[src/rtl/muldiv_if.sv]
// Handshake/data bundle between the EX stage and the multiply/divide unit.
// master: pipeline side (drives start/op/operands and mthi/mtlo writes)
// slave : muldiv_unit (returns busy/done and the HI/LO registers)
interface muldiv_if #(parameter int WIDTH = 32);
  logic             start;
  logic [1:0]       op;     // 00 MULT, 01 MULTU, 10 DIV, 11 DIVU
  logic [WIDTH-1:0] x;
  logic [WIDTH-1:0] y;
  logic             hi_we;
  logic             lo_we;
  logic [WIDTH-1:0] wdata;
  logic             busy;
  logic             done;
  logic [WIDTH-1:0] hi;
  logic [WIDTH-1:0] lo;

  modport master (output start, op, x, y, hi_we, lo_we, wdata,
                  input  busy, done, hi, lo);
  modport slave  (input  start, op, x, y, hi_we, lo_we, wdata,
                  output busy, done, hi, lo);
endinterface

[src/rtl/muldiv_unit.sv]
// Multi-cycle multiply/divide unit owning the HI/LO pair.
// Ports:
//   clk   - rising-edge clock
//   rst_n - asynchronous active-low reset (aborts any operation)
//   bus   - muldiv_if.slave: start/op/x/y request, hi_we/lo_we/wdata
//           mthi/mtlo writes, busy/done status, hi/lo results
// An accepted start spends 32 edges iterating on operand magnitudes and
// one more edge applying the sign fix-up, so busy is high for 33 cycles.
module muldiv_unit #(
  parameter int WIDTH = 32,
  parameter int CNT_W = 5
) (
  input  logic   clk,
  input  logic   rst_n,
  muldiv_if.slave bus
);
  typedef enum logic [1:0] {S_IDLE, S_CALC, S_FIN} state_t;

  state_t               r_state, w_next;
  logic [CNT_W-1:0]     r_cnt;
  logic [2*WIDTH-1:0]   r_acc;    // product, or {remainder, quotient}
  logic [WIDTH-1:0]     r_b;      // multiplicand / divisor magnitude
  logic                 r_mul;
  logic                 r_negq;   // product / quotient must be negated
  logic                 r_negr;   // remainder must be negated (dividend sign)
  logic                 r_dz;     // divide by zero
  logic [WIDTH-1:0]     r_hi, r_lo;
  logic                 r_done;

  // ---- FSM ----
  always_ff @(posedge clk or negedge rst_n)
    if (!rst_n) r_state <= S_IDLE;
    else        r_state <= w_next;

  always_comb begin
    w_next = r_state;
    case (r_state)
      S_IDLE:  if (bus.start) w_next = S_CALC;
      S_CALC:  if (r_cnt == {CNT_W{1'b1}}) w_next = S_FIN;
      S_FIN:   w_next = S_IDLE;
      default: w_next = S_IDLE;
    endcase
  end

  // ---- operand conditioning (signed ops work on magnitudes) ----
  logic             w_xneg, w_yneg;
  logic [WIDTH-1:0] w_xmag, w_ymag;
  assign w_xneg = ~bus.op[0] & bus.x[WIDTH-1];
  assign w_yneg = ~bus.op[0] & bus.y[WIDTH-1];
  assign w_xmag = w_xneg ? -bus.x : bus.x;
  assign w_ymag = w_yneg ? -bus.y : bus.y;

  // ---- multiply step: add multiplicand on LSB, shift right with carry ----
  logic [WIDTH:0]     w_madd;
  logic [2*WIDTH-1:0] w_mstep;
  assign w_madd  = {1'b0, r_acc[2*WIDTH-1:WIDTH]} + {1'b0, (r_acc[0] ? r_b : '0)};
  assign w_mstep = {w_madd, r_acc[WIDTH-1:1]};

  // ---- restoring divide step: shift in next dividend bit, try subtract ----
  // Shifted remainder needs WIDTH+1 bits; its top bit set means the
  // subtract always succeeds.
  logic [WIDTH:0]     w_rsh, w_diff;
  logic [2*WIDTH-1:0] w_dstep;
  assign w_rsh   = {r_acc[2*WIDTH-1:WIDTH], r_acc[WIDTH-1]};
  assign w_diff  = w_rsh - {1'b0, r_b};
  assign w_dstep = w_diff[WIDTH] ? {w_rsh[WIDTH-1:0],  r_acc[WIDTH-2:0], 1'b0}
                                 : {w_diff[WIDTH-1:0], r_acc[WIDTH-2:0], 1'b1};

  // ---- sign fix-up ----
  // With a zero divisor every subtract succeeds: quotient magnitude is all
  // ones and the remainder equals |x|, which the dividend-sign fix-up turns
  // back into x. Only the quotient needs overriding.
  logic [2*WIDTH-1:0] w_prod;
  logic [WIDTH-1:0]   w_quo, w_rem;
  assign w_prod = r_negq ? -r_acc : r_acc;
  assign w_quo  = r_dz ? '1 : (r_negq ? -r_acc[WIDTH-1:0] : r_acc[WIDTH-1:0]);
  assign w_rem  = r_negr ? -r_acc[2*WIDTH-1:WIDTH] : r_acc[2*WIDTH-1:WIDTH];

  // ---- datapath ----
  always_ff @(posedge clk or negedge rst_n) begin
    if (!rst_n) begin
      r_cnt  <= '0;
      r_acc  <= '0;
      r_b    <= '0;
      r_mul  <= 1'b0;
      r_negq <= 1'b0;
      r_negr <= 1'b0;
      r_dz   <= 1'b0;
      r_hi   <= '0;
      r_lo   <= '0;
      r_done <= 1'b0;
    end else begin
      r_done <= 1'b0;
      case (r_state)
        S_IDLE: begin
          if (bus.hi_we) r_hi <= bus.wdata;
          if (bus.lo_we) r_lo <= bus.wdata;
          if (bus.start) begin
            r_cnt  <= '0;
            r_mul  <= ~bus.op[1];
            r_acc  <= {{WIDTH{1'b0}}, w_xmag};
            r_b    <= w_ymag;
            r_negq <= w_xneg ^ w_yneg;
            r_negr <= w_xneg;
            r_dz   <= bus.op[1] & (bus.y == '0);
          end
        end
        S_CALC: begin
          r_cnt <= r_cnt + 1'b1;
          r_acc <= r_mul ? w_mstep : w_dstep;
        end
        S_FIN: begin
          if (r_mul) {r_hi, r_lo} <= w_prod;
          else begin
            r_hi <= w_rem;
            r_lo <= w_quo;
          end
          r_done <= 1'b1;
        end
        default: ;
      endcase
    end
  end

  assign bus.busy = (r_state != S_IDLE);
  assign bus.done = r_done;
  assign bus.hi   = r_hi;
  assign bus.lo   = r_lo;
endmodule
[src/flat_wrapper.sv]
// flat-port wrapper written by rule: the top's interface ports become plain ports
module muldiv_unit_flat 
#(
  parameter int WIDTH = 32,
  parameter int CNT_W = 5
)
  (clk, rst_n, bus_start, bus_op, bus_x, bus_y, bus_hi_we, bus_lo_we, bus_wdata, bus_busy, bus_done, bus_hi, bus_lo);
  muldiv_if #(.WIDTH(WIDTH)) bus_i ();
  input  logic clk;
  input  logic rst_n;
  input wire logic [$bits(bus_i.start)-1:0] bus_start;
  input wire logic [$bits(bus_i.op)-1:0] bus_op;
  input wire logic [$bits(bus_i.x)-1:0] bus_x;
  input wire logic [$bits(bus_i.y)-1:0] bus_y;
  input wire logic [$bits(bus_i.hi_we)-1:0] bus_hi_we;
  input wire logic [$bits(bus_i.lo_we)-1:0] bus_lo_we;
  input wire logic [$bits(bus_i.wdata)-1:0] bus_wdata;
  output wire logic [$bits(bus_i.busy)-1:0] bus_busy;
  output wire logic [$bits(bus_i.done)-1:0] bus_done;
  output wire logic [$bits(bus_i.hi)-1:0] bus_hi;
  output wire logic [$bits(bus_i.lo)-1:0] bus_lo;
  assign bus_i.start = bus_start;
  assign bus_i.op = bus_op;
  assign bus_i.x = bus_x;
  assign bus_i.y = bus_y;
  assign bus_i.hi_we = bus_hi_we;
  assign bus_i.lo_we = bus_lo_we;
  assign bus_i.wdata = bus_wdata;
  assign bus_busy = bus_i.busy;
  assign bus_done = bus_i.done;
  assign bus_hi = bus_i.hi;
  assign bus_lo = bus_i.lo;
  muldiv_unit #(.WIDTH(WIDTH), .CNT_W(CNT_W)) u_core (.clk(clk), .rst_n(rst_n), .bus(bus_i));
endmodule
[config.mk]
export PLATFORM = sky130hd
export DESIGN_NAME = muldiv_unit_flat
export DESIGN_NICKNAME = d
export VERILOG_FILES = /design/src/rtl/muldiv_if.sv /design/src/rtl/muldiv_unit.sv /design/src/flat_wrapper.sv
export SDC_FILE = /design/constraint.sdc
export NUM_CORES = 1
export LEC_CHECK = 0
export BUFFER_PORTS_ARGS = -buffer_cell sky130_fd_sc_hd__buf_2
export CAP_MARGIN = 20
export CORE_MARGIN = 2
export CORE_UTILIZATION = 65
export DETAILED_ROUTE_END_ITERATION = 8
export PLACE_DENSITY = 0.84
export SETUP_SLACK_MARGIN = 0.1
export SLEW_MARGIN = 10
export SYNTH_ARGS = -nofsm -noshare
export SYNTH_HDL_FRONTEND = slang
export SYNTH_SLANG_ARGS = --single-unit
export TNS_END_PERCENT = 1
[constraint.sdc]
create_clock -name clk -period 5.5 [get_ports clk]
set_input_delay 0.825 -clock clk [delete_from_list [all_inputs] [get_ports clk]]
set_output_delay 0.825 -clock clk [all_outputs]
set_load 0.05 [all_outputs]
==> run summary <==
==========================================================================================
Largest cells by area after synthesis                                         dfrtp_1 30%, o21ai_0 8.0%, xnor2_1 6.5%, ha_1 6.1%, nand2_1 6.1%
Final-report max-slew violation count                                                    0
Filler-free cell count of the finished design                                         2230
Number of enable flip-flop cells after synthesis                                         0
Area of the mapped netlist                                                      0.0143 mm²
Post-cts gate resize count                                                               0
Post-route fraction of the period consumed by the critical path                      77.7%
Clock latency of the later-clocked register in the worst-skew pair                  450 ps
Cts hold-fix bufs                                                                        0
Dominant combinational cell family by area after synthesis                    compound AO/OA/AOI/OAI gates
Compound-cell area share of the yosys netlist                                        26.4%
Max-cap check violation count                                                            0
Detailed Place HPWL                                                               35000 µm
Fraction of layout cells with a size suffix above 1                                  12.8%
Transition time at the pin with the least slew margin                              1070 ps
Core Box Area                                                                   0.0217 mm²
Post-synth net total                                                                  2025
Type of the worst setup path                                                       reg2reg
Sort of element at the start of the critical path                                flip-flop
Post-route cell area                                                            0.0158 mm²
Top cell type's share of synthesized area                                            30.1%
Switching share of power                                                             54.7%
Most area-hungry cell type in the Yosys netlist                                    dfrtp_1
CTS tree                                                                               yes
Most Frequent Cell on Critical Path                                                a21oi_1
Clock H-tree levels                                                                      4
Via density per instance                                                              6.58
Width of the die                                                                    152 µm
Sequential group share of total power                                                23.7%
Final Wtd Congestion                                                                  1.03
Biggest cell delay along the critical path                                          650 ps
Relative slew slack                                                                  28.2%
Proportion of synthesized area in mux cells                                          2.74%
Combinational share of power                                                         65.6%
CP endpoint kind                                                                 flip-flop
Routed wire length                                                                46200 µm
Proportion of synthesized chip area in sequential cells                              30.1%
Detailed Routing Iterations Pass 1                                                       6
Number of top-level pins                                                               169
Clock edge transition at the registers on the reported setup and hold paths          80 ps
Clock network fraction of total power                                                10.7%
Final count of hold timing violations                                                    0
Total number of vias                                                                 14.7k
Post-synthesis share of cell area spent on xor and xnor gates                        10.0%
Global-route wire length before repair                                            73100 µm
Pwr Density                                                                     747 mW/mm²
Maximum buffer depth of the clock tree                                                   2
Main flop type after synthesis                                                     dfrtp_1
Simple-gate portion of the synthesized area                                          19.3%
Master of the slowest instance on the critical path                                 or4b_2
Outcome                                                                       finished clean
Arr. time, crit path                                                               4650 ps
Logic depth of the worst path, buffers included                                         14
Leakage power of the design                                                        6.99 nW
Cell area reported after detailed placement                                     0.0152 mm²
TritonCTS Buffers                                                                       17
Number of standard cells after synthesis                                              1850
Final TNS setup                                                                       0 ps
Setup repair bufs after CTS                                                              0
Final setup violating endpoints                                                          0
Placed Cells incl. Taps                                                               2196
End-of-flow core utilization                                                         73.1%
Switching Power                                                                  0.00648 W
Maximum number of pins on one net before global-route repair                            87
Synth unique cells                                                                      75
Peak Freq                                                                        0.234 GHz
Async set or reset register ratio after synthesis                                     100%
Unrepaired setup endpoints after global routing                                         no
Final-layout worst hold slack                                                       417 ps
Register bit total from synthesis                                                      172
Aggregate global-route resource usage                                                39.1%
Starting density of the core                                                         66.0%
Synthesized area per cell                                                         7.74 µm²
Crit Path Max Fanout                                                                    25
Worst Clk Skew                                                                     11.9 ps
Largest delay contributor family on the critical path                         compound AO/OA/AOI/OAI gates
Root cell of the clock tree                                                      clkbuf_16
Iteration-0 DRC count of the detailed router                                          1666
Crit path cell chain                                                          inv_1 > buf_4 > nor2_1 > ha_1 > and4_1 > a311o_1 > a21oi_1 > a211o_1 > a21oi_1 > o22ai_1 > o311ai_0 > or4b_2 > a31o_2 > a31oi_1
FF-to-FF path depth                                                                     14
Net total in the final layout                                                         2111
Layout overhead on the synthesized area                                              10.7%
Count of antenna-violating nets left after detailed routing                              0
Die outline height                                                                  152 µm
Data required time of the worst path                                               5870 ps
Worst IR Drop VDD                                                               0.000512 V
Final worst path period need                                                       4270 ps
Die outline area                                                                0.0232 mm²
Number of remaining DRC errors                                                           0
Total congestion overflow                                                                0
Number of antenna violations at the first check in global routing                        1
Critical path buffers and inverters                                                      2
DR WL/cell                                                                         20.7 µm
Adder-cell area share of the yosys netlist                                           6.40%
Number of input and output port buffers inserted                                       168
Internal                                                                         0.00537 W
Worst min-delay path class                                                        in2async
Number of global-route vias before repair                                            13.5k
Row Count                                                                               54
Number of warnings reported in the yosys synthesis log                                   0
Clk sinks                                                                              172
==========================================================================================
## power by group through the flow
stage / Sequential, W / Combinational [W] / Clock, W
2_1_floorplan: 0.00310 / 0.00523 / 0
3_3_place_gp: 0.00274 / 0.00739 / 0
3_5_place_dp: 0.00277 / 0.00751 / 0
4_1_cts: 0.00275 / 0.00756 / 0.00126
5_1_grt: 0.00287 / 0.00845 / 0.00132
6_report: 0.00281 / 0.00777 / 0.00126
## cell usage in the layout, fill, tap and decap left out, types with 12 or more instances in the layout
cell / netlist / routed
xnor2_1: 107 / 106
o211ai_1: 32 / 32
nor3_1: 42 / 42
o22ai_1: 41 / 41
xor2_1: 57 / 57
dfrtp_1: 172 / 171
a21o_1: 30 / 30
o31ai_1: 23 / 23
a221oi_1: 12 / 12
clkbuf_16: 0 / 17
a21oi_1: 139 / 139
a22oi_1: 20 / 20
buf_2: 3 / 167
a31oi_1: 12 / 12
nand2_1: 231 / 230
nand2b_1: 20 / 19
ha_1: 70 / 70
a211oi_1: 12 / 12
inv_1: 72 / 72
mux2i_1: 38 / 38
nand3_1: 37 / 37
buf_4: 1 / 18
nor2_1: 144 / 144
o21ai_0: 230 / 230
nor2b_1: 16 / 16
or3_1: 25 / 25
## flip-flops by register name (all words and copies together) (netlist names), 2 cells and up
| register | count |
|---|---|
| u_core.bus.hi | 32 |
| u_core.bus.lo | 32 |
| u_core.r_acc | 64 |
| u_core.r_b | 32 |
| u_core.r_cnt | 5 |
| u_core.r_state | 2 |
## stage by stage
step,setup slack (ps),total power [W]
6_report,1230,0.0118
5_1_grt,1050,0.0126
4_1_cts,1370,0.0116
3_5_place_dp,1400,0.0103
3_3_place_gp,1500,0.0101
2_1_floorplan,1910,0.00833
## path summary, 6_finish.rpt
kind,slack (ps),startpoint,end
max in group asynchronous,3830,rst_n,u_core.r_b[24]$_DFFE_PN0P_
min in group clk,480,u_core.bus.lo[31]$_DFFE_PN0P_,u_core.bus.lo[31]$_DFFE_PN0P_
worst min-delay path,420,rst_n,u_core.bus.hi[29]$_DFFE_PN0P_
worst max-delay path,1230,u_core.r_acc[0]$_DFFE_PN0P_,u_core.r_acc[62]$_DFFE_PN0P_
worst min register to register,480,u_core.bus.lo[31]$_DFFE_PN0P_,u_core.bus.lo[31]$_DFFE_PN0P_
worst max register to register,1230,u_core.r_acc[0]$_DFFE_PN0P_,u_core.r_acc[62]$_DFFE_PN0P_
## synth_stat cells (5+ instances only)
cell,number
nor2b_1,16
xor2_1,57
o211ai_1,32
o21a_1,5
and2_1,9
inv_1,72
nor2_1,144
nor4_1,11
o31ai_1,23
a221oi_1,12
xnor2_1,107
dfrtp_1,172
nand2_1,231
a21oi_1,139
nor3_1,42
o41ai_1,8
or3_1,25
clkbuf_1,111
or4_1,9
o21ai_0,230
a31oi_1,12
o22ai_1,41
and3_1,9
o221ai_1,8
nand3_1,37
a211oi_1,12
a21o_1,30
ha_1,70
buf_1,5
mux2i_1,38
nand4_1,8
nand2b_1,20
a22oi_1,20
## cell families (layout without fill, tap and decap cells)
group / count (synthesis) / after routing
buffers and inverters: 193 / 292
AND/OR/NAND/NOR: 590 / 590
XOR/XNOR: 164 / 164
AO/OA/AOI/OAI: 620 / 620
other: 0 / 1
adder cells (fa/ha/maj): 72 / 72
flip-flops: 172 / 172
multiplexers: 39 / 39
## routing by layer
metal  GRT usage, %  wire [µm]  vias up
li1               -          -     6819
met1           55.2      19300     6790
met2           58.0      19400      937
met3           9.13       5530      118
met4           16.5       2010        0
met5              0          0        -
## area by class of cell
type                       count  area (µm²)
antenna                        1        2.50
clock buffer                  18         429
clock inverter                14         168
fill                        1776        5840
inverter                      73         274
multi-input combinational   1485        9320
sequential                   172        4310
tap                          280         350
timing repair buffer         187        1000
No activity file was read; power rests on OpenSTA's default activity.
